File: config.mk
export PLATFORM = sky130hd
export DESIGN_NAME = risc16_instr_feeder
export DESIGN_NICKNAME = d
export VERILOG_FILES = /design/src/rtl/risc16_pkg.sv /design/src/rtl/risc16_prog_ram.sv /design/src/rtl/risc16_instr_feeder.sv
export SDC_FILE = /design/constraint.sdc
export NUM_CORES = 1
export LEC_CHECK = 0
export BUFFER_PORTS_ARGS = -buffer_cell sky130_fd_sc_hd__buf_2
export CAP_MARGIN = 10
export CORE_MARGIN = 8
export CORE_UTILIZATION = 30
export DETAILED_ROUTE_END_ITERATION = 7
export GPL_ROUTABILITY_DRIVEN = 0
export SLEW_MARGIN = 20
export SYNTH_ARGS = -nofsm -noshare
export SYNTH_HDL_FRONTEND = slang
export SYNTH_HIERARCHICAL = 1
export SYNTH_SLANG_ARGS = --single-unit
File: constraint.sdc
create_clock -name clk -period 6.7 [get_ports clk]
set_input_delay 0.67 -clock clk [delete_from_list [all_inputs] [get_ports clk]]
set_output_delay 0.67 -clock clk [all_outputs]
set_load 0.02 [all_outputs]
File: src/rtl/risc16_pkg.sv
// Shared types and constants for the RISC_16 instruction feeder.
package risc16_pkg;

  localparam int INSTR_W = 16;
  localparam logic [INSTR_W-1:0] NOP_INSTR = 16'h0000;

  typedef enum logic [2:0] {
    ST_IDLE = 3'd0,
    ST_LOAD = 3'd1,
    ST_RUN  = 3'd2,
    ST_GAP  = 3'd3,
    ST_DONE = 3'd4
  } feeder_state_t;

endpackage

File: src/rtl/risc16_prog_ram.sv
// Program store: one write port, one registered read port, contents not reset.
module risc16_prog_ram
  import risc16_pkg::*;
#(
  parameter int DEPTH  = 16,
  parameter int ADDR_W = $clog2(DEPTH)
) (
  input  logic               clk_i,
  input  logic               we_i,
  input  logic [ADDR_W-1:0]  waddr_i,
  input  logic [INSTR_W-1:0] wdata_i,
  input  logic               re_i,
  input  logic [ADDR_W-1:0]  raddr_i,
  output logic [INSTR_W-1:0] rdata_o
);

  logic [INSTR_W-1:0] mem_q [DEPTH];
  logic [INSTR_W-1:0] rdata_q;

  // Read data is held between reads so the fetched word stays stable for a whole instruction.
  always_ff @(posedge clk_i) begin
    if (we_i) begin
      mem_q[waddr_i] <= wdata_i;
    end
    if (re_i) begin
      rdata_q <= mem_q[raddr_i];
    end
  end

  assign rdata_o = rdata_q;

endmodule

File: src/rtl/risc16_instr_feeder.sv
// Sequences a stored program into the RISC_16 core: fetch, enabled run window,
// idle gap with display capture, and a done pulse at the end of the program.
module risc16_instr_feeder
  import risc16_pkg::*;
#(
  parameter int PROG_DEPTH       = 16,
  parameter int CYCLES_PER_INSTR = 5,
  parameter int GAP_CYCLES       = 4,
  localparam int ADDR_W          = $clog2(PROG_DEPTH)
) (
  input  logic               clk,
  input  logic               rst,
  input  logic               start,
  input  logic               abort,
  input  logic [ADDR_W:0]    prog_len,
  input  logic               prog_we,
  input  logic [ADDR_W-1:0]  prog_waddr,
  input  logic [INSTR_W-1:0] prog_wdata,
  input  logic [INSTR_W-1:0] display_in,
  output logic [INSTR_W-1:0] instruction,
  output logic               proc_enable,
  output logic               result_valid,
  output logic [INSTR_W-1:0] result_data,
  output logic [ADDR_W-1:0]  result_index,
  output logic [ADDR_W-1:0]  pc,
  output logic               busy,
  output logic               done
);

  localparam int CNT_MAX = (CYCLES_PER_INSTR > GAP_CYCLES) ? CYCLES_PER_INSTR : GAP_CYCLES;
  localparam int CNT_W   = $clog2(CNT_MAX + 1);

  feeder_state_t      state_q, state_d;
  logic [CNT_W-1:0]   cnt_q, cnt_d;
  logic [ADDR_W-1:0]  pc_q, pc_d;
  logic [ADDR_W:0]    len_q, len_d;
  logic               show_q, show_d;
  logic               proc_enable_q, proc_enable_d;
  logic               busy_q, busy_d;
  logic               done_q, done_d;
  logic               rv_q, rv_d;
  logic [INSTR_W-1:0] res_data_q, res_data_d;
  logic [ADDR_W-1:0]  res_idx_q, res_idx_d;
  logic [ADDR_W:0]    len_clamped;
  logic [ADDR_W:0]    pc_next_ext;
  logic [INSTR_W-1:0] ram_rdata;

  assign len_clamped = (prog_len > (ADDR_W+1)'(PROG_DEPTH)) ? (ADDR_W+1)'(PROG_DEPTH) : prog_len;
  assign pc_next_ext = {1'b0, pc_q} + (ADDR_W+1)'(1);

  risc16_prog_ram #(
    .DEPTH  (PROG_DEPTH),
    .ADDR_W (ADDR_W)
  ) u_ram (
    .clk_i   (clk),
    .we_i    (prog_we && (state_q == ST_IDLE)),
    .waddr_i (prog_waddr),
    .wdata_i (prog_wdata),
    .re_i    (state_q == ST_LOAD),
    .raddr_i (pc_q),
    .rdata_o (ram_rdata)
  );

  // Next-state logic; output registers are loaded from the next state so every output is a flop.
  always_comb begin
    state_d = state_q;
    cnt_d   = cnt_q;
    pc_d    = pc_q;
    len_d   = len_q;
    if (abort && (state_q != ST_IDLE)) begin
      state_d = ST_IDLE;
      cnt_d   = CNT_W'(0);
    end else begin
      unique case (state_q)
        ST_IDLE: begin
          if (start && !abort) begin
            len_d   = len_clamped;
            pc_d    = ADDR_W'(0);
            cnt_d   = CNT_W'(0);
            state_d = (len_clamped == (ADDR_W+1)'(0)) ? ST_DONE : ST_LOAD;
          end else begin
            state_d = ST_IDLE;
          end
        end
        ST_LOAD: begin
          state_d = ST_RUN;
          cnt_d   = CNT_W'(0);
        end
        ST_RUN: begin
          if (cnt_q == CNT_W'(CYCLES_PER_INSTR - 1)) begin
            state_d = ST_GAP;
            cnt_d   = CNT_W'(0);
          end else begin
            cnt_d = cnt_q + CNT_W'(1);
          end
        end
        ST_GAP: begin
          if (cnt_q == CNT_W'(GAP_CYCLES - 1)) begin
            cnt_d = CNT_W'(0);
            // Compare one bit wider so the last entry of a full memory ends the run instead of wrapping.
            if (pc_next_ext < len_q) begin
              pc_d    = pc_q + ADDR_W'(1);
              state_d = ST_LOAD;
            end else begin
              state_d = ST_DONE;
            end
          end else begin
            cnt_d = cnt_q + CNT_W'(1);
          end
        end
        ST_DONE: state_d = ST_IDLE;
        default: state_d = ST_IDLE;
      endcase
    end

    proc_enable_d = (state_d == ST_RUN);
    show_d        = (state_d == ST_RUN) || (state_d == ST_GAP);
    busy_d        = (state_d != ST_IDLE);
    done_d        = (state_d == ST_DONE);
    rv_d          = (state_q == ST_RUN) && (state_d == ST_GAP);
    res_data_d    = rv_d ? display_in : res_data_q;
    res_idx_d     = rv_d ? pc_q : res_idx_q;
  end

  // State, counters and registered outputs.
  always_ff @(posedge clk or posedge rst) begin
    if (rst) begin
      state_q       <= ST_IDLE;
      cnt_q         <= CNT_W'(0);
      pc_q          <= ADDR_W'(0);
      len_q         <= (ADDR_W+1)'(0);
      show_q        <= 1'b0;
      proc_enable_q <= 1'b0;
      busy_q        <= 1'b0;
      done_q        <= 1'b0;
      rv_q          <= 1'b0;
      res_data_q    <= NOP_INSTR;
      res_idx_q     <= ADDR_W'(0);
    end else begin
      state_q       <= state_d;
      cnt_q         <= cnt_d;
      pc_q          <= pc_d;
      len_q         <= len_d;
      show_q        <= show_d;
      proc_enable_q <= proc_enable_d;
      busy_q        <= busy_d;
      done_q        <= done_d;
      rv_q          <= rv_d;
      res_data_q    <= res_data_d;
      res_idx_q     <= res_idx_d;
    end
  end

  assign instruction  = show_q ? ram_rdata : NOP_INSTR;
  assign proc_enable  = proc_enable_q;
  assign busy         = busy_q;
  assign done         = done_q;
  assign result_valid = rv_q;
  assign result_data  = res_data_q;
  assign result_index = res_idx_q;
  assign pc           = pc_q;

endmodule

; ---- Yosys cells after proc, flatten, opt, wreduce, memory -nomap -nowiden
; Memories as Yosys holds them, arrays and structs flattened. A register that Yosys moved wholly into a read port is not among the register bits.
; Index checks and enable logic that the tools add are counted.
[totals]
register_bits = 40
mem_bits_rw = 256
elab_cells = 65
n_memories = 1
[op_classes]
addsub = 3
n_lt_le_gt_ge = 2
eq_ne = 12
muxes = 20
bitwise = 1
reduce_logical = 15
[mem_list]
columns = name, words, word_bits, rd, rd_ports_with_merged_regs, wr, line
row1 = u_ram.mem_q, 16, 16, 1, 1, 1, risc16_prog_ram.sv:17  ; logic [INSTR_W-1:0] mem_q [DEPTH];
[ops]
columns = operator, n
row1 = $mux 3, 10
row2 = $pmux 3 s4, 2
row3 = $mux 16, 1
row4 = $eq 3x2->1 const B, 5
row5 = $mux 4, 3
row6 = $pmux 4 s2, 1
row7 = $eq 3x3->1 const B, 2
row8 = $reduce_bool 3->1, 2
row9 = $add 4x1->5 const B, 1
row10 = $gt 5x5->1 const B, 1
row11 = $logic_not 5->1, 1
row12 = $lt 5x5->1, 1
row13 = $mux 5, 1
row14 = $reduce_and 5->1, 1
row15 = $reduce_bool 5->1, 1
row16 = $add 4x1->4 const B, 1
row17 = $logic_and 1x1->1, 4
row18 = $ne 2x2->1 const B, 2
row19 = $add 3x1->3 const B, 1
row20 = $eq 3x1->1 const B, 1
row21 = $logic_not 3->1, 1
row22 = $ne 3x1->1 const B, 1
row23 = $reduce_and 3->1, 1
row24 = $mux 1, 2
row25 = other kinds (6), 6

; ---- Logic depth before layout (Yosys ltp)
; Gate-level depths: netlist of the first run.
[depth]
word_depth = 9
mapped_depth = 8
depth_no_buf = 8

; ---- Cells and area by module
; Netlist of the first run, hierarchy kept.
[modules_own_cells]
columns = module, instances, cells_per_inst, area_per_inst_um2, seq_area_each_um2
row1 = risc16_prog_ram, 1, 432, 10203.5, 8167.8
row2 = risc16_instr_feeder, 1, 183, 2008.2, 1001.0

; ---- Worst setup path before layout of the first run
; No wires, ideal clock.
[synth_path]
path_kind = register -> register
start = reg state_q[1]
end = mem u_ram.mem_q[0][0], enable pin
arrival_time_ps = 2507
t_required_ps = 6291
setup_slack_ps = 3784
stages_incl_launch_ff = 6
n_path_buf = 1
period_less_slack_ps = 2916
cell_sequence = dfrtp_1 buf_4 nor3_1 and2_1 or3b_2 nor3_1
[synth_between]
elab_chain_len = 4
[synth_lines]
columns = element, line
row1 = "start, declared", risc16_instr_feeder.sv:33  ; feeder_state_t state_q, state_d;
row2 = "start signal, assigned", risc16_instr_feeder.sv:140  ; state_q <= state_d;
row3 = $logic_not 3->1, risc16_instr_feeder.sv:56  ; .we_i (prog_we && (state_q == ST_IDLE)),
row4 = $logic_and 1x1->1, risc16_instr_feeder.sv:56
row5 = $mux 1, risc16_prog_ram.sv:22  ; if (we_i) begin
row6 = $mux 1 (implied by the code), risc16_prog_ram.sv:23  ; mem_q[waddr_i] <= wdata_i;
row7 = "end, declared", risc16_prog_ram.sv:17
; No other way between the ends.

; ---- Worst setup path after layout of the first run
[layout_path]
start = reg pc_q[1] (netlist: pc[1])
end = reg pc_q[2] (netlist: pc[2])
[layout_between]
elab_chain_len = 4
[layout_lines]
columns = element, line
row1 = "start, declared", risc16_instr_feeder.sv:35  ; logic [ADDR_W-1:0] pc_q, pc_d;
row2 = "start signal, assigned", risc16_instr_feeder.sv:142  ; pc_q <= pc_d;
row3 = $add 4x1->5 / $add 4x1->4 (equally long branches), "risc16_instr_feeder.sv:49, risc16_instr_feeder.sv:102"
row4 = $lt 5x5->1 / $mux 4 (equally long branches), risc16_instr_feeder.sv:101  ; if (pc_next_ext < len_q) begin
row5 = $ne 2x2->1 (no source line) / $mux 4 (equally long branches), -
row6 = $reduce_and 5->1 (no source line) / $pmux 4 s2 (equally long branches), -
; Parallel ways exist; a longest one is shown, timed or not. The select of a mux whose other input is x is not followed.
; A chain may end at the register's enable or synchronous reset.

==> metrics list, run 1 <==
* Run status: complete, no violations
- Synth area leader: sky130_fd_sc_hd__edfxtp_1
- Based on the critical path, the design can be clocked at up to approximately 320 MHz.
- Number of cells upsized or downsized after cts: 0
- Number of fillers in the final layout: about 3800
- Among all cell types in the netlist, the one instantiated most often is sky130_fd_sc_hd__edfxtp_1.
* Global routing met2 resource utilization: 0.182
* Area of the multi-input gates: 2910 µm²
- Of the synthesized area, sequential elements account for 0.751.
- Entering global routing, the biggest net connects 70 pins.
- The HPWL after detailed placement is between 15000 and 20000 µm.
* Post-Syn Area: ~12000 µm²
- TritonCTS created 34 clock buffers.
* Clock tree from TritonCTS: done
- Launching element type of the critical path: flop
* Num Clock Sinks: ~310
- After clock tree synthesis, the clock-pin slew on the worst setup and hold paths is about 60 ps.
- Dominant synthesized flop cell: sky130_fd_sc_hd__edfxtp_1
- Transition at the pin with the smallest max-transition slack: roughly 1100 ps
- Between clock sinks in the finished design, the worst skew comes to around 24 ps.
- Synthesis Warnings: 6
- Number of nets with antenna violations after detailed routing: 0
- Counting stages on the worst path, the most repeated cell is sky130_fd_sc_hd__ha_1.
- Number of vias after detailed routing: around 6000
- Clock tree synthesis selected as its root buffer the cell sky130_fd_sc_hd__clkbuf_16.
- The die is ~220 µm tall.
- Setup-violating endpoint count in the final report: 0
- Cell Count Post-Placement: approximately 1200
* Layout overhead on the synthesized area: 17.9%
- In the final routed layout, each cell accounts on average for roughly 21 µm.
- For this run, the total global-route usage over all layers was measured as 0.115.
* Pre-CTS setup slack: about 3500 ps
* Leakage power: about 5 nW
- Share of cells above drive strength 1: 0.309
- Reported max-cap violation count: 0
- Mean number of vias per cell: ~4.8
* Port-buffer cells: 89
- Counting flops with an async set or reset pin after synthesis yields a share of 0.128.
* Die width: ~220 µm
* Setup tns final: 0 ps
- Once the clock tree was built, the setup fixing pass inserted 0 buffers.
* Met1 usage in global routing: 0.156
- Subtracting the final worst setup slack from the clock period gives between 3000 and 4000 ps.
- Pin placement for this block handled 90 I/O pins.
- Worst-case headroom to the max-slew limit: 0.286
* Routing layer with the top usage in global route: met2
- Power per standard cell area: about 280 nW/µm²
- The number of different library cells used by synthesis comes to between 40 and 50.
- The first global-routing pass estimated 41700 µm of wire.
- Final Total Pwr: 0.00410 W
- HP Class: input port to asynchronous set/reset pin
- Count of state elements after synthesis: 312
- Layout Cells excl Fill: ~1300
- In the finished design, the share of the clock period the worst path needs comes to 0.461.
- The initial antenna violation count is 3.
- Crit path capture type: flop
- Along the worst path, the maximum fanout reaches 69.
* Number of hold-repair buffers added at the cts stage: 0
- The number of nets in the synthesized netlist is 670.
* DRT Pass-1 Iters: 5
* Critical path type: flop to flop
* DR DRC count: 0
- Die area: around 47000 µm²
- Dividing the synthesized area by the synthesized cell count gives a little under 20 µm².
* Final wirelength: around 27000 µm
- Data on the critical path is required at its endpoint by around 7100 ps.
- Final count of hold timing violations: 0
* Net total in the final layout: between 700 and 800
- Across the whole layout, storage elements account for 9170 µm².
* Worst setup margin: between 3000 and 4000 ps
- The total count of max-transition violations in the final report came to 0.
* Post-synth top area share: 0.669
- For this block, the initial DRC count from the detailed router was 473.
- Sorting the synthesized cells by area gives the leading types as sky130_fd_sc_hd__edfxtp_1 67%, sky130_fd_sc_hd__mux4_2 10%, sky130_fd_sc_hd__dfrtp_1 8.2%.
- Starting Density: 0.302
* VDD IR max: 0.150 mV
- Via count of the first global-routing pass: 6590
- The signal on the critical path passes through buf_4 -> ha_1 -> xor2_1 -> ha_1 -> a21o_1 -> a31oi_1 -> o21ai_1 -> or3_1 -> o31ai_1.
* Slowest CP cell: sky130_fd_sc_hd__buf_4
- Met3 track demand over resource: 0.0283
- Clock latency on the worst-skew pair, taken at its later pin, is 530 ps.
* Post-synthesis cell count: slightly above 600
- Number of flops mapped to enable cells by yosys: around 270
* Synth top cells by count: 272 x sky130_fd_sc_hd__edfxtp_1, 54 x sky130_fd_sc_hd__mux4_2, 40 x sky130_fd_sc_hd__dfrtp_1, 32 x sky130_fd_sc_hd__a22oi_1, 30 x sky130_fd_sc_hd__nand2_1
* Core area: 40500 µm²
- Slowest Stage Delay on Critical Path: 740 ps
- Number of placement rows: between 70 and 80
* Grt ovf: 0
- Arrival @ worst endpoint: between 3000 and 4000 ps
- Measured on the finished design, the core utilization comes to 0.356.
- Setup repair after global routing missed its margin: false
- Total number of H-tree levels: 2
- Longest Clk Path Bufs: 3
## placed cells by master (no fill, tap or decap), drive strengths merged, types with 2 or more instances in the layout
| master | Yosys | routed |
|---|---|---|
| edfxtp | 272 | 272 |
| buf | 16 | 106 |
| mux4 | 64 | 64 |
| clkbuf | 12 | 46 |
| dfrtp | 40 | 40 |
| a22oi | 32 | 32 |
| nand2 | 31 | 31 |
| mux2 | 21 | 21 |
| and2 | 18 | 18 |
| nor2 | 18 | 18 |
| inv | 13 | 15 |
| clkinv | 0 | 12 |
| ha | 9 | 9 |
| nand2b | 8 | 8 |
| o21ai | 8 | 8 |
| nor3 | 7 | 7 |
| a21oi | 6 | 6 |
| nand3 | 5 | 5 |
| and3 | 4 | 4 |
| a21o | 3 | 3 |
| nor4 | 3 | 3 |
| nor2b | 3 | 3 |
| diode | 0 | 2 |
| o31ai | 2 | 2 |
| a31oi | 2 | 2 |
| or3 | 2 | 2 |
| o211ai | 2 | 2 |
| nand3b | 2 | 2 |
## per-layer routing
metal	up-vias	share of wire	routed length [µm]
li1	2722	-	-
met1	3233	0.44	12100
met2	170	0.47	12900
met3	47	0.063	1710
met4	6	0.023	639
met5	-	0.0012	34
## where the power goes
part           internal, W  leakage, nW  switching (W)
registers          0.00216         2.98      0.0000250
logic            0.0000734         1.43       0.000127
clock network     0.000963        0.492       0.000747
## stage by stage
stage          instance area, µm²  hold slack [ps]
2_1_floorplan               12200              450
6_report                    14400              263
5_1_grt                     14400              305
4_1_cts                     14400              277
3_3_place_gp                13400              463
3_5_place_dp                13400              469
## worst paths after layout
check / cells past startpoint / slack [ps] / to / from
worst max register to register: 9 / 3610 / pc[2] / pc[1]
worst min-delay path: 3 / 260 / cnt_q[2] / rst
max in group asynchronous: 3 / 6030 / pc[0] / rst
worst max-delay path: 9 / 3610 / pc[2] / pc[1]
worst min register to register: 1 / 480 / result_data[8] / result_data[8]
min in group clk: 2 / 370 / result_data[9] / display_in[9]
## final cells by class
cell class | instances | share of cell area
inverters | 13 | 0.00339
repair buffers | 106 | 0.0398
multi-input cells | 262 | 0.202
flip-flops and latches | 312 | 0.637
clock inverters | 15 | 0.00765
well taps | 532 | 0.0462
clock buffers | 46 | 0.0629
diodes | 2 | 0.000348
## cell families after synthesis
| group | Yosys count | synth area share |
|---|---|---|
| compound gates | 61 | 0.0354 |
| xor+xnor | 2 | 0.00143 |
| flops | 312 | 0.751 |
| buf+inv | 41 | 0.0172 |
| fa+ha+maj | 9 | 0.00922 |
| simple gates | 104 | 0.0446 |
| mux | 86 | 0.141 |
## registers in the layout, summed over array words and instances (netlist names)
| register | cells |
|---|---|
| proc_enable | 1 |
| cnt_q | 3 |
| u_ram/mem_q | 256 |
| state_q | 3 |
| busy | 1 |
| result_index | 4 |
| done | 1 |
| pc | 4 |
| result_valid | 1 |
| u_ram/rdata_o | 16 |
| result_data | 16 |
| len_q | 5 |
| show_q | 1 |
## critical path, delay by kind of cell (launching register included)
family	cells	cell delay [ps]
AOI/OAI and AO/OA	4	720
xor gates and xnor gates	1	190
adders and majority gates	2	610
buffers and inverters	1	740
DFF	1	340
and+or+nand+nor	1	400
Note: power is estimated with default switching activity, not from simulation.
==> run 2: changes to the inputs <==
==> constraint.sdc (replaced) <==
create_clock -name clk -period 3.1 [get_ports clk]
set_input_delay 0.31 -clock clk [delete_from_list [all_inputs] [get_ports clk]]
set_output_delay 0.31 -clock clk [all_outputs]
set_load 0.02 [all_outputs]
==> run 2 against run 1 <==
  * Fmax grew 22%
  * Via count grew 0.63%
  * Wire length shrank 1.5%
  * Register-to-register slack lost 3000 ps
  * First-iteration DRC count shrank 10%
  * Count of clock-buffer cells in the layout shrank 4
  * Non-clock buffer count grew 27
  * Worst setup slack lost 3000 ps
  * Core utilization grew 0.77 points
  * Largest cell class unchanged
==> metrics list, run 2 (same netlist as run 1, synthesis figures left out) <==
- Maximum net fanout on the critical path: 13 (-81%)
- Reported max-cap violation count: 0 (unchanged)
- Final critical-path share of the clock period: 0.817 (+0.356)
- Setup-violating endpoint count in the final report: 0 (unchanged)
- The initial standard-cell utilization of the core was 0.302 (unchanged).
- Reg2Reg Capture Point: u_ram/mem_q[0][0]
* Final instance area: 14700 µm² (+2.2%)
* Met1 usage in global routing: 0.153 (-0.00330)
* Crit path capture type: flop
- Achievable clock frequency: 395 MHz (+22%)
* Final Total Pwr: 0.00897 W (+120%)
* Clock-pin slew on the worst setup and hold paths: 60 ps (about the same)
* Final wirelength: 26900 µm (-1.5%)
- Slowest CP cell: sky130_fd_sc_hd__or3b_2
- Core area: 40500 µm² (unchanged)
* Power per standard cell area: 610 nW/µm² (+110%)
* Number of diodes added for antenna fixing: 0 (-2)
- The logic depth of the worst register-to-register path was 5 (-4).
* Most flops, register: u_ram/mem_q
- Net total in the final layout: 811 (+3.4%)
- Part of the power in the clock network: 0.422 (+0.004)
* Number of nets with antenna violations after detailed routing: 0 (unchanged)
- Die area: 47400 µm² (unchanged)
- The area growth from synthesis to layout is 20.4%.
- Setup repair after global routing left no endpoint under its margin.
* Layout Cells excl Fill: 1313 (+1.9%)
- Slowest Stage Delay on Critical Path: 550 ps (-190 ps)
- Wire length of the first global-routing pass: 40500 µm (-2.8%)
- The flip-flop count of the largest register after layout is 256 (unchanged).
- The path with the worst hold slack has its endpoint at result_data[10].
- The area occupied by registers came to 9170 µm² (unchanged).
* Setup fix buffers added after clock tree synthesis: 0 (unchanged)
- The signal on the critical path passes through nor3_1 -> and2_1 -> or3b_2 -> nor3_2 -> buf_4.
* Via count of the first global-routing pass: 6411 (-2.7%)
- The required time at the endpoint of the critical path was 3310 ps (-3820 ps).
- Cell Count Post-Placement: 1237 (+0.98%)
* Port-buffer cells: 89 (unchanged)
* Detailed Route Iter0 Violations: 424 (-10%)
- Final max-slew violation count: 0 (unchanged)
- The TritonCTS buffer count came to 34 (unchanged).
- Worst-case headroom to the max-slew limit: 0.473 (+0.187)
- Most frequent standard cell in the layout excluding fill and tap cells: sky130_fd_sc_hd__edfxtp_1
- HP Class: input port to flop
- Internal: 0.00701 W (+120%)
- The number of design rule violations left after detail routing is 0 (unchanged).
* Worst flop-to-flop path startpoint: state_q[2]
* Longest Clk Path Bufs: 3 (unchanged)
* Met3 track demand over resource: 0.0265 (-0.00180)
- Cell depth of the worst min-delay path: 2
- The die span in y is 218 µm (unchanged).
- Comb power frac: 0.053 (+0.004)
- Clk root buf: sky130_fd_sc_hd__clkbuf_16
- The worst setup path is launched from a flop.
- The leakage dissipation came to 5.07 nW (+3.4%).
- Switching share of power: 0.218 (-0.00118)
- The area taken by multi-input logic gates came to 2900 µm² (-0.34%).
* Share of cells above drive strength 1: 0.321 (+0.0124)
- Average wire per standard cell: 20.5 µm (-3.3%)
* Post-DP Area: 13500 µm² (+0.97%)
- Net switching power of the design: 0.00196 W (+120%)
* Post-layout utilization of the core: 0.363 (+0.00773)
* Critical path type: flop to flop
* DRT Pass-1 Iters: 4 (-1)
* Pin count of the biggest net entering global routing: 70 (unchanged)
* Global router's overall resource usage: 0.113 (-0.00236)
* Arrival @ worst endpoint: 2740 ps (-770 ps)
- Transition at the pin with the smallest max-transition slack: 790 ps (-279 ps)
- The run finished with clean final reports.
- Mean number of vias per cell: 4.73 (-1.3%)
- Clock Latency Late Sink: 520 ps (about the same)
- Beginning of the worst hold path: display_in[10]
- Top Ports: 90 (unchanged)
- Die width: 218 µm (unchanged)
- Global routing met2 resource utilization: 0.182 (+0.000208)
- Number of cells upsized or downsized after cts: 0 (unchanged)
- The quantity of hold-fixing buffers added after cts was 15 (+15).
- The TritonCTS sink count came to 312 (unchanged).
- The top cell types in the final layout, fill and taps aside, are 272 x sky130_fd_sc_hd__edfxtp_1, 89 x sky130_fd_sc_hd__buf_2, 54 x sky130_fd_sc_hd__mux4_2, 38 x sky130_fd_sc_hd__dfrtp_1, 34 x sky130_fd_sc_hd__clkbuf_16.
* Number of vias after detailed routing: 6217 (+0.63%)
* Final clock skew: 13.7 ps (-10.2 ps)
- The number of placement rows was 74 (unchanged).
- Setup tns final: 0 ps (unchanged)
- The maximum ir drop on the vdd rail came to 0.272 mV (+82%).
- The H-tree level count is 2 (unchanged).
- Final count of hold timing violations: 0 (unchanged)
- The layer flagged by global routing as most heavily used is met2.
- The time the final worst path needs with I/O delays and setup came to 2530 ps (-554 ps).
* Clock tree from TritonCTS: done
* Grt ovf: 0 (unchanged)
- Number of fillers in the final layout: 3719 (-1.1%)
- Number of antenna violations at the first check in global routing: 2 (-1)
- The sequential cell fraction of total power is 0.525 (-0.008).
- The worst setup slack for register-to-register paths was 570 ps (-3050 ps).
* Detailed placement HPWL: 16700 µm (+1.6%)
run 2: cell types whose count changed in the layout (fill, tap and decap cells not counted), sizes merged:
cell and change:
clkbuf -4, diode -2, bufinv +1, dlygate4sd3 +15, buf +12, clkinv +4, clkinvlp -1
run 2: how the worst max path moves through the flow:
stage,end,slack [ps],startpoint,cells after the start
2_1_floorplan,u_ram/mem_q[0][0],180,state_q[1],5
3_3_place_gp,pc[2],620,pc[0],8
3_5_place_dp,u_ram/mem_q[0][7],580,state_q[2],5
4_1_cts,u_ram/mem_q[0][14],560,state_q[2],5
5_1_grt,u_ram/mem_q[0][0],360,state_q[2],5
6_report,u_ram/mem_q[0][0],570,state_q[2],5
run 2: per-stage QoR:
stage	hold WS (ps)	setup slack, ps
global route	9.81	356
finish	29.7	569
global placement	391	621
CTS	0.716	559
detailed placement	402	579
floorplan	383	184
run 2: power by group through the flow:
stage                     Combinational [W]  Sequential, W  Clock, W
final                              0.000475        0.00471   0.00378
after global routing               0.000526        0.00472   0.00404
after CTS                          0.000487        0.00471   0.00389
after detailed placement           0.000470        0.00480         0
after global placement             0.000463        0.00479         0
after floorplan                    0.000249        0.00480         0
run 2: layer usage:
| metal | wire [µm] | share of wire |
|---|---|---|
| met5 | 18 | 0.00067 |
| met1 | 12000 | 0.45 |
| met3 | 1430 | 0.053 |
| met4 | 461 | 0.017 |
| met2 | 13000 | 0.48 |
run 2: critical path, delay by kind of cell (launching register included):
family / cells / cell delay (ps)
AND/OR/NAND/NOR: 4 / 1420
flip-flops: 1 / 520
buffers and inverters: 1 / 280
run 2: layout make-up:
cell class	count	area share
flip-flops and latches	312	0.624
multi-input cells	262	0.197
clock buffers	42	0.0606
repair buffers	133	0.0587
well taps	532	0.0453
clock inverters	19	0.0111
inverters	13	0.00332
==> run 3: changes to the inputs <==
==> constraint.sdc (replaced) <==
create_clock -name clk -period 2.5 [get_ports clk]
set_input_delay 0.25 -clock clk [delete_from_list [all_inputs] [get_ports clk]]
set_output_delay 0.25 -clock clk [all_outputs]
set_load 0.02 [all_outputs]
==> run 3 against run 2 <==
  * Register-to-register slack got worse by 420 ps
  * Sequential power is 24% higher
  * Flip-flop and latch count unchanged
  * Fmax rose by 7.8%
  * Clock power increased by 38%
  * Largest cell class unchanged
  * Count of clock-buffer cells in the layout is 1 higher
  * Sequential share of layout area down 1.4 points
==> metrics list, run 3 (same netlist as run 1, synthesis figures left out) <==
- The count of non-filler cells in the finished layout was 1339 (+2.0%).
- Shortest clock period the worst path allows after layout: 2350 ps (-183 ps)
* Slowest CP cell: sky130_fd_sc_hd__dfrtp_4
- The logic depth of the worst register-to-register path is 8 (+3).
- The routed length per placed instance came to 20.9 µm (+2.1%).
- The slew of the pin with the lowest slew margin is 1030 ps (+236 ps).
- Via count of the first global-routing pass: 6716 (+4.8%)
* Clock tree from TritonCTS: done
- Detailed placement HPWL: 17100 µm (+2.3%)
- The TritonCTS buffer count was 34 (unchanged).
- Leaving out fill and tap cells, the most frequent cell in the layout is sky130_fd_sc_hd__edfxtp_1.
- Mean number of vias per cell: 4.80 (+1.4%)
* Height of the die: 218 µm (unchanged)
* Net total in the final layout: 837 (+3.2%)
- Number of nets with antenna violations after detailed routing: 0 (unchanged)
- The total global routing track utilization came to 0.118 (+0.00526).
* Critical path type: flop to flop
- Hold Worst Slack: 42.8 ps (+13.1 ps)
- The delay of the slowest critical-path stage is 500 ps (-50 ps).
* Arrival @ worst endpoint: 2760 ps (+20 ps)
- Number of antenna violations at the first check in global routing: 3 (+1)
- Power per standard cell area: 774 nW/µm² (+27%)
* Max reg flops: 256 (unchanged)
- The most critical setup path has its startpoint at pc[0].
- Setup tns final: 0 ps (unchanged)
* Data required time of the critical path: 2910 ps (-400 ps)
- Most flops, register: u_ram/mem_q
- Setup repair after global routing missed its margin: false
- The worst setup path is launched from a flop.
* Wire length of the first global-routing pass: 42700 µm (+5.5%)
* DRT Pass-1 Iters: 5 (+1)
* Number of vias after detailed routing: 6430 (+3.4%)
- Die width: 218 µm (unchanged)
- Most repeated library cell on the critical path: sky130_fd_sc_hd__ha_1
* Minimum setup slack among reg-to-reg paths: 150 ps (-420 ps)
- The H-tree level count was 2 (unchanged).
- The worst register-to-register path begins at pc[0].
* Pin count of the biggest net entering global routing: 69 (-1.4%)
- The count of buffers added by post-CTS timing repair for setup is 0 (unchanged).
- Worst-case headroom to the max-slew limit: 0.316 (-0.158)
- Clk root buf: sky130_fd_sc_hd__clkbuf_16
- The timing-limited maximum frequency came to 426 MHz (+7.8%).
- The clock-pin transition on the worst setup and hold timing paths is 60 ps (about the same).
- Reported max-cap violation count: 0 (unchanged)
* Layout overhead on the synthesized area: 23.2%
- Reg2Reg Capture Point: pc[2]
* Final wirelength: 28000 µm (+4.1%)
- Beginning of the worst hold path: prog_len[1]
- The number of instances in the placed design was 1256 (+1.5%).
- Endpoint of the worst hold path: len_q[1]
- The largest fanout of any net on the critical path was 7 (-6).
- The count of input and output buffers was 89 (unchanged).
- Crit path capture type: flop
- The portion of the clock cycle consumed by the worst path in the final layout was 0.939 (+0.123).
* Highest-count cells in the layout ignoring fill and taps: 272 x sky130_fd_sc_hd__edfxtp_1, 89 x sky130_fd_sc_hd__buf_2, 54 x sky130_fd_sc_hd__mux4_2, 46 x sky130_fd_sc_hd__buf_4, 38 x sky130_fd_sc_hd__dfrtp_1
- The cell area after placement is 13600 µm² (+1.0%).
- The number of hold violations in the final report is 0 (unchanged).
* Number of diodes added for antenna fixing: 0 (unchanged)
- Top Ports: 90 (unchanged)
* Die area: 47400 µm² (unchanged)
- Final instance area: 15000 µm² (+2.3%)
- The tightest min-delay check is of the input port to flop type.
* DR DRC count: 0 (unchanged)
- The total count of max-transition violations in the final report is 0 (unchanged).
- The depth of the worst hold-timing path was 3 (+1).
- Longest Clk Path Bufs: 3 (unchanged)
- Number of fillers in the final layout: 3656 (-1.7%)
- The total global routing overflow is 0 (unchanged).
- The leakage dissipation was 5.27 nW (+3.9%).
- The ratio of cells with drive above 1 in the final layout was 0.338 (+0.0169).
- Setup-violating endpoint count in the final report: 0 (unchanged)
- Run status: complete, no violations
- The final cell utilization of the core came to 0.372 (+0.00841).
- The signal on the critical path passes through ha_1 -> xor2_1 -> ha_1 -> a21o_1 -> a31oi_1 -> o21ai_2 -> or3_1 -> o31ai_1.
- The clock skew was 19.0 ps (+5.33 ps).
- The area of the core came to 40500 µm² (unchanged).
- The clock latency reported for the late side of the worst-skew pair came to 520 ps (about the same).
- Starting Density: 0.302 (unchanged)
* VDD IR max: 0.440 mV (+62%)
* Num Clock Sinks: 312 (unchanged)
- Detailed Route Iter0 Violations: 507 (+20%)
- The number of placement rows is 74 (unchanged).
[run 3: layout make-up]
class	instances	area (µm²)	share of cell area
flip-flops and latches	312	9170	0.610
multi-input cells	262	2930	0.194
repair buffers	159	1060	0.0703
clock buffers	43	978	0.0650
well taps	532	666	0.0442
clock inverters	18	196	0.0131
inverters	13	48.8	0.00324
[run 3: repair_timing]
| item | 4_1_cts | 5_1_grt |
|---|---|---|
| hold buffers | 22 | 0 |
| resized for setup | 0 | 2 |
| setup endpoints to repair | 0 | 1 |
| hold endpoints to repair | 62 | 0 |
[run 3: per-layer routing]
layer,track usage,vias up,part of all wire
met5,0,-,0.00093
met4,0.0340,4,0.020
met3,0.0302,42,0.067
met2,0.183,209,0.46
met1,0.163,3341,0.45
li1,-,2834,-
[run 3: metrics by stage]
| stage | setup WS, ps | total power (W) |
|---|---|---|
| 2_1_floorplan | 24.1 | 0.00626 |
| 3_3_place_gp | 179 | 0.00653 |
| 3_5_place_dp | 136 | 0.00654 |
| 4_1_cts | 115 | 0.0118 |
| 5_1_grt | 7.98 | 0.0121 |
| 6_report | 151 | 0.0117 |
[run 3: worst max-delay path: cells and delay by family, from the launching register on]
| family | cells | cell delay [ps] |
|---|---|---|
| AOI/OAI and AO/OA | 4 | 700 |
| adders and majority gates | 2 | 530 |
| DFF | 1 | 500 |
| and+or+nand+nor | 1 | 370 |
| xor gates and xnor gates | 1 | 150 |
[run 3: how the worst max path moves through the flow]
stage / cells after the start / slack (ps) / endpoint
6_report: 8 / 150 / pc[2]
5_1_grt: 8 / 8 / pc[2]
4_1_cts: 8 / 120 / pc[2]
3_5_place_dp: 8 / 140 / pc[2]
3_3_place_gp: 8 / 180 / pc[2]
2_1_floorplan: 5 / 20 / u_ram/mem_q[1][0]
[run 3: where the power goes]
part / internal (W) / leakage (nW) / total (W) / switching (W)
Clock: 0.00319 / 0.579 / 0.00520 / 0.00201
Combinational: 0.000240 / 1.71 / 0.000617 / 0.000377
Sequential: 0.00579 / 2.98 / 0.00584 / 0.0000501
